## src/rtl/fpu_div_pkg.sv

```systemverilog
// Shared constants and types for the divider/sqrt output conversion path.
// Holds rounding-mode codes, bias values, NaN-boxing constants and the stage-1 decode record.
package fpu_div_pkg;

    localparam logic [2:0] RM_RNE = 3'b000;
    localparam logic [2:0] RM_RZ  = 3'b001;
    localparam logic [2:0] RM_RDN = 3'b010;
    localparam logic [2:0] RM_RUP = 3'b011;
    localparam logic [2:0] RM_RMM = 3'b100;

    localparam int DBL_BIAS   = 1023;
    localparam int SGL_BIAS   = 127;
    localparam int BIAS_DELTA = DBL_BIAS - SGL_BIAS;

    localparam logic [31:0] SGL_QNAN = 32'h7FC0_0000;
    localparam logic [31:0] NAN_BOX  = 32'hFFFF_FFFF;

    typedef enum logic [2:0] {
        CLS_NORMAL,
        CLS_ZERO,
        CLS_INF,
        CLS_NAN,
        CLS_OVF,
        CLS_UNF
    } cls_e;

    typedef struct packed {
        logic        p;
        logic [63:0] res;
        logic        sign;
        cls_e        cls;
        logic [7:0]  exp;
        logic [22:0] man;
        logic        nx;
        logic        sticky;
        logic        rnd;
        logic [2:0]  rm;
    } s1_t;

    // Overflow saturates to infinity only when rounding moves away from zero.
    function automatic logic ovf_to_inf(input logic sign, input logic [2:0] rm);
        return (rm == RM_RNE) || (rm == RM_RMM) ||
               ((rm == RM_RUP) && !sign) || ((rm == RM_RDN) && sign);
    endfunction

endpackage

```

## src/rtl/div_round_single.sv

```systemverilog
// Round-up decision for a double-to-single fraction truncation.
// Purely combinational; reserved rounding codes behave as round-to-nearest-even.
module div_round_single
    import fpu_div_pkg::*;
(
    input  logic       sign_i,
    input  logic       lsb_i,
    input  logic       guard_i,
    input  logic       sticky_i,
    input  logic [2:0] rm_i,
    output logic       rnd_o
);

    always_comb begin
        rnd_o = 1'b0;
        case (rm_i)
            RM_RZ:   rnd_o = 1'b0;
            RM_RDN:  rnd_o = sign_i & (guard_i | sticky_i);
            RM_RUP:  rnd_o = ~sign_i & (guard_i | sticky_i);
            RM_RMM:  rnd_o = guard_i;
            default: rnd_o = guard_i & (sticky_i | lsb_i);
        endcase
    end

endmodule

```

## src/rtl/convert_outputs_div.sv

```systemverilog
// Converts the divider's double result to the destination precision (single is NaN-boxed).
// Two registered stages (decode, pack) with valid/ready; shifts without bubbles under full flow.
module convert_outputs_div
    import fpu_div_pkg::*;
(
    input  logic        clk,
    input  logic        reset,
    input  logic        InValid,
    output logic        InReady,
    input  logic [63:0] Res,
    input  logic        Sticky,
    input  logic        P,
    input  logic [2:0]  Rm,
    output logic        OutValid,
    input  logic        OutReady,
    output logic [63:0] Result,
    output logic [2:0]  Flags
);

    logic        s1v_q, s1v_d;
    s1_t         s1_q, s1_d;
    logic        s2v_q, s2v_d;
    logic [63:0] result_q, result_d;
    logic [2:0]  flags_q, flags_d;

    logic        advance1;
    logic        accept;

    assign advance1 = ~s2v_q | OutReady;
    assign InReady  = ~s1v_q | advance1;
    assign accept   = InValid & InReady;
    assign OutValid = s2v_q;
    assign Result   = result_q;
    assign Flags    = flags_q;

    // ---------------- stage 1: decode ----------------
    logic [10:0]        exp_dbl;
    logic               frac_nz;
    logic signed [11:0] e_unb;
    logic               guard;
    logic               sticky_all;
    logic [2:0]         rm_norm;
    logic               rnd;
    s1_t                dec;

    assign exp_dbl    = Res[62:52];
    assign frac_nz    = |Res[51:0];
    assign e_unb      = $signed({1'b0, exp_dbl} - 12'(BIAS_DELTA));
    assign guard      = Res[28];
    assign sticky_all = (|Res[27:0]) | Sticky;
    assign rm_norm    = (Rm > RM_RMM) ? RM_RNE : Rm;

    div_round_single u_round (
        .sign_i   (Res[63]),
        .lsb_i    (Res[29]),
        .guard_i  (guard),
        .sticky_i (sticky_all),
        .rm_i     (rm_norm),
        .rnd_o    (rnd)
    );

    always_comb begin
        dec        = '0;
        dec.p      = P;
        dec.res    = Res;
        dec.sign   = Res[63];
        dec.exp    = e_unb[7:0];
        dec.man    = Res[51:29];
        dec.nx     = guard | sticky_all;
        dec.sticky = Sticky;
        dec.rnd    = rnd;
        dec.rm     = rm_norm;
        if (exp_dbl == 11'h7FF) begin
            dec.cls = frac_nz ? CLS_NAN : CLS_INF;
        end else if (exp_dbl == 11'h000) begin
            dec.cls = CLS_ZERO;
        end else if (e_unb >= 12'sd255) begin
            dec.cls = CLS_OVF;
        end else if (e_unb <= 12'sd0) begin
            dec.cls = CLS_UNF;
        end else begin
            dec.cls = CLS_NORMAL;
        end
    end

    // ---------------- stage 2: pack ----------------
    logic [30:0] sum;
    logic [31:0] ovf_res;
    logic [31:0] single;
    logic [2:0]  sflags;
    logic [63:0] pack_res;
    logic [2:0]  pack_flags;

    // A mantissa carry ripples into the exponent field naturally.
    assign sum     = {s1_q.exp, s1_q.man} + {30'd0, s1_q.rnd};
    assign ovf_res = {s1_q.sign, ovf_to_inf(s1_q.sign, s1_q.rm) ? 31'h7F80_0000 : 31'h7F7F_FFFF};

    always_comb begin
        single = 32'h0;
        sflags = 3'b000;
        case (s1_q.cls)
            CLS_NAN: single = SGL_QNAN;
            CLS_INF: single = {s1_q.sign, 8'hFF, 23'd0};
            CLS_ZERO: begin
                single = {s1_q.sign, 31'd0};
                sflags = {2'b00, s1_q.sticky};
            end
            CLS_OVF: begin
                single = ovf_res;
                sflags = 3'b101;
            end
            CLS_UNF: begin
                single = {s1_q.sign, 31'd0};
                sflags = 3'b011;
            end
            default: begin
                if (sum[30:23] == 8'hFF) begin
                    single = ovf_res;
                    sflags = 3'b101;
                end else begin
                    single = {s1_q.sign, sum};
                    sflags = {2'b00, s1_q.nx};
                end
            end
        endcase
        pack_res   = s1_q.p ? {NAN_BOX, single} : s1_q.res;
        pack_flags = s1_q.p ? sflags : 3'b000;
    end

    // ---------------- pipeline control ----------------
    always_comb begin
        s1v_d    = s1v_q;
        s1_d     = s1_q;
        s2v_d    = s2v_q;
        result_d = result_q;
        flags_d  = flags_q;
        if (InReady) begin
            s1v_d = InValid;
        end
        if (accept) begin
            s1_d = dec;
        end
        if (advance1) begin
            s2v_d = s1v_q;
            if (s1v_q) begin
                result_d = pack_res;
                flags_d  = pack_flags;
            end
        end
    end

    always_ff @(posedge clk or posedge reset) begin
        if (reset) begin
            s1v_q    <= 1'b0;
            s1_q     <= '0;
            s2v_q    <= 1'b0;
            result_q <= 64'd0;
            flags_q  <= 3'b000;
        end else begin
            s1v_q    <= s1v_d;
            s1_q     <= s1_d;
            s2v_q    <= s2v_d;
            result_q <= result_d;
            flags_q  <= flags_d;
        end
    end

endmodule

```

## config.mk

```make
export PLATFORM = sky130hd
export DESIGN_NAME = convert_outputs_div
export DESIGN_NICKNAME = d
export VERILOG_FILES = /design/src/rtl/fpu_div_pkg.sv /design/src/rtl/div_round_single.sv /design/src/rtl/convert_outputs_div.sv
export SDC_FILE = /design/constraint.sdc
export NUM_CORES = 1
export LEC_CHECK = 0
export ABC_AREA = 1
export BUFFER_PORTS_ARGS = -buffer_cell sky130_fd_sc_hd__buf_2
export CAP_MARGIN = 20
export CORE_MARGIN = 10
export CORE_UTILIZATION = 40
export CTS_CLUSTER_SIZE = 24
export DETAILED_ROUTE_END_ITERATION = 8
export RECOVER_POWER = 25
export SYNTH_ARGS = -nofsm -noshare
export SYNTH_HDL_FRONTEND = slang
export SYNTH_SLANG_ARGS = --single-unit
```

## constraint.sdc

```tcl
create_clock -name clk -period 7.9 [get_ports clk]
set_input_delay 2.37 -clock clk [delete_from_list [all_inputs] [get_ports clk]]
set_output_delay 2.37 -clock clk [all_outputs]
set_load 0.005 [all_outputs]
```

==> results.sh <==
export IMPL_hold_viol_final=0
export IMPL_synth_warnings=0
export IMPL_avgSynthCellArea_um2=7.73
export IMPL_clk_insertion_delay_late_ns=0.44
export IMPL_area_growth_pct=20.4
export IMPL_switchingPower_mw=0.795
export IMPL_cp_cell_sequence="buf_2 > inv_1 > nand3_1 > buf_2"
export IMPL_cp_slowest_stage_delay_ns=0.15
export IMPL_async_reset_ff_frac=1.00
export IMPL_cts_resized=0
export IMPL_path_clk_slew_ns=0.06
export IMPL_crit_buf_inv=3
export IMPL_cp_common_cell="buf_2"
export IMPL_crit_start="OutReady"
export IMPL_ys_seq_elements=144
export IMPL_die_h_um=156
export IMPL_wl_per_cell_um=16.7
export IMPL_cts_setup_buffers=0
export IMPL_rsz0062_at_grt="false"
export IMPL_numCtsBuffers=17
export IMPL_min_period_ns=5.16
export IMPL_fin_crit_sh=0.653
export IMPL_synth_fp_nets=1027
export IMPL_syn_inst=951
export IMPL_cts_tree="built"
export IMPL_crit_type="input pin to output port"
export IMPL_r2r_start="s1_q[70]"
export IMPL_cts_root_buf="clkbuf_16"
export IMPL_grt_pass1_vias=6571
export IMPL_grt_max_degree=97
export IMPL_p_per_area_nw_per_um2=285
export IMPL_p_leak_nw=4.39
export IMPL_required_ns=5.53
export IMPL_cp_end_kind="output port"
export IMPL_place_congestion=0.879
export IMPL_comb_power_share=0.228
export IMPL_die_w_um=156
export IMPL_fillers=1860
export IMPL_die_area_um2=24200
export IMPL_h_tree_depth=4
export IMPL_pwr_share_clk=0.365
export IMPL_drtIter0Drc=411
export IMPL_fin_nets=1149
export IMPL_worstPathArrival_ns=2.79
export IMPL_outcome="finished, violations left"
export IMPL_tightest_slew_ns=3.71
export IMPL_holdWs_ns=0.476
export IMPL_wl_um=22000
export IMPL_finalClockSkew_ns=0.0126
export IMPL_synth_cell_area_um2=7350
export IMPL_cap_violations=1
export IMPL_num_rows=49
export IMPL_intPower_mw=1.73
export IMPL_clock_sinks=144
export IMPL_synth_cell_types=34
export IMPL_tns_ns=0
export IMPL_overflow=0
export IMPL_seq_area_frac_synth=0.490
export IMPL_finalSetupViolations=0
export IMPL_slew_headroom=-1.49
export IMPL_diodes=0
export IMPL_violations="capacitance limit, slew limit"
export IMPL_vdd_ir_drop_max_mv=0.157
export IMPL_grt_pass1_wl_um=35700
export IMPL_crit_fanout=3
export IMPL_final_cell_mix="313 x nand2_1, 144 x dfrtp_1, 141 x buf_2"
export IMPL_initial_core_util=0.408
export IMPL_ctsHoldBuffers=0
export IMPL_coreArea_um2=18000
export IMPL_antenna_found_initial=0
export IMPL_p_seq_frac=0.407
export IMPL_firstDrtPassIters=5
export IMPL_drc=0
export IMPL_ys_flop_type="dfrtp_1"
export IMPL_portBuffers=141
export IMPL_max_freq_ghz=0.194
export IMPL_multi_input_area_um2=3240
export IMPL_cts_path_max_buffers=2
export IMPL_hp_start="Result[20]"
export IMPL_crit_family="buffers and inverters"
export IMPL_hpwl_um=15800
export IMPL_final_common_cell="nand2_1"
export IMPL_cp_start_kind="input pin"
export IMPL_slowest_stage="buf_2"
export IMPL_p_sw_frac=0.315
export IMPL_drive_above_1_share=0.203
export IMPL_seq_area_um2=3600
export IMPL_ios=142
export IMPL_grt_usage=0.184
export IMPL_antenna_left=0
export IMPL_maxSlewViolCount=82
export IMPL_hold_class="register to register"
export IMPL_synth_edf_count=0
export IMPL_num_vias=6516
export IMPL_vias_per_cell=4.96
-- layer usage --
layer,global-route usage,part of all wire,vias up
met5,0,0,-
met4,0.0437,0.012,0
met3,0.0499,0.051,20
met2,0.300,0.49,146
met1,0.238,0.45,3052
li1,-,-,3298
-- power groups by stage --
stage | clock network (mW) | registers (mW) | logic, mW
finish | 0.921 | 1.03 | 0.576
global route | 0.972 | 1.05 | 0.667
CTS | 0.935 | 1.03 | 0.594
detailed placement | 0 | 1.04 | 0.591
global placement | 0 | 1.03 | 0.585
floorplan | 0 | 1.03 | 0.326
-- worst register-to-register path, cell delays in order (launching register included) --
cell	delay, ns
dfrtp_1	0.39
ha_1	0.19
ha_1	0.21
nand2_2	0.06
nor2_1	0.26
nand2_1	0.28
nor2_1	0.35
nand2_1	0.08
nand2_1	0.06
nand2_1	0.10
nand2_1	0.14
nor2_4	0.06
nand4_1	0.08
nand2_1	0.53
o21ai_0	0.47
nand2_1	0.10
-- cells by family (layout without fill, tap and decap cells) --
group                    count (synthesis)  in the layout  share of synthesized area
AND/OR/NAND/NOR                        502            502                      0.300
buffers and inverters                  121            256                     0.0664
adder cells (fa/ha/maj)                  3              3                    0.00511
flip-flops                             144            144                      0.490
XOR/XNOR                                21             21                     0.0250
AO/OA/AOI/OAI                          160            160                      0.113
-- synth_stat cells, drive strengths merged, types with 3 or more instances --
master	n	area [um2]
nor3	8	40.0
xnor2	5	43.8
nand4	12	75.1
nor4	11	68.8
buf	11	75.1
inv	76	285
o21ai	116	581
clkbuf	34	128
a31oi	7	43.8
nand3	41	295
ha	3	37.5
nand3b	4	30.0
xor2	16	140
nor2	106	468
nand2	320	1230
a21oi	30	150
dfrtp	144	3600
-- path summary, 6_finish.rpt --
kind                               to  slack (ns)  depth (start not counted)
min in group asynchronous  Result[48]        3.04                          2
hold / removal             Result[20]        0.48                          2
hold reg to reg            Result[20]        0.48                          2
setup / recovery              InReady        2.74                          4
max in group asynchronous    s1_q[42]        2.84                          3
setup reg to reg            Result[5]        4.42                         15
-- cell type report --
| type | count | area share |
|---|---|---|
| clock buffers | 18 | 0.0485 |
| repair buffers | 148 | 0.0870 |
| well taps | 229 | 0.0324 |
| flip-flops and latches | 144 | 0.407 |
| clock inverters | 14 | 0.0268 |
| multi-input cells | 686 | 0.366 |
| inverters | 76 | 0.0324 |
-- flip-flops by register name, summed over array words and instances, names as in the netlist --
| signal | count |
|---|---|
| OutValid | 1 |
| s1v_q | 1 |
| s1_q | 75 |
| Result | 64 |
| Flags | 3 |
-- per-stage QoR --
step                      instance area (um2)  total power [mW]   util  setup WS [ns]  cells
final                                    8850              2.52  0.491           2.74   1315
after global routing                     8850              2.69  0.491           2.16   1315
after CTS                                8870              2.56  0.492           2.74   1314
after detailed placement                 8200              1.63  0.455           2.74   1282
after global placement                   8200              1.62  0.455           2.75   1282
after floorplan                          7350              1.35      -           1.66    951
Note: power is estimated with default switching activity, not from simulation.
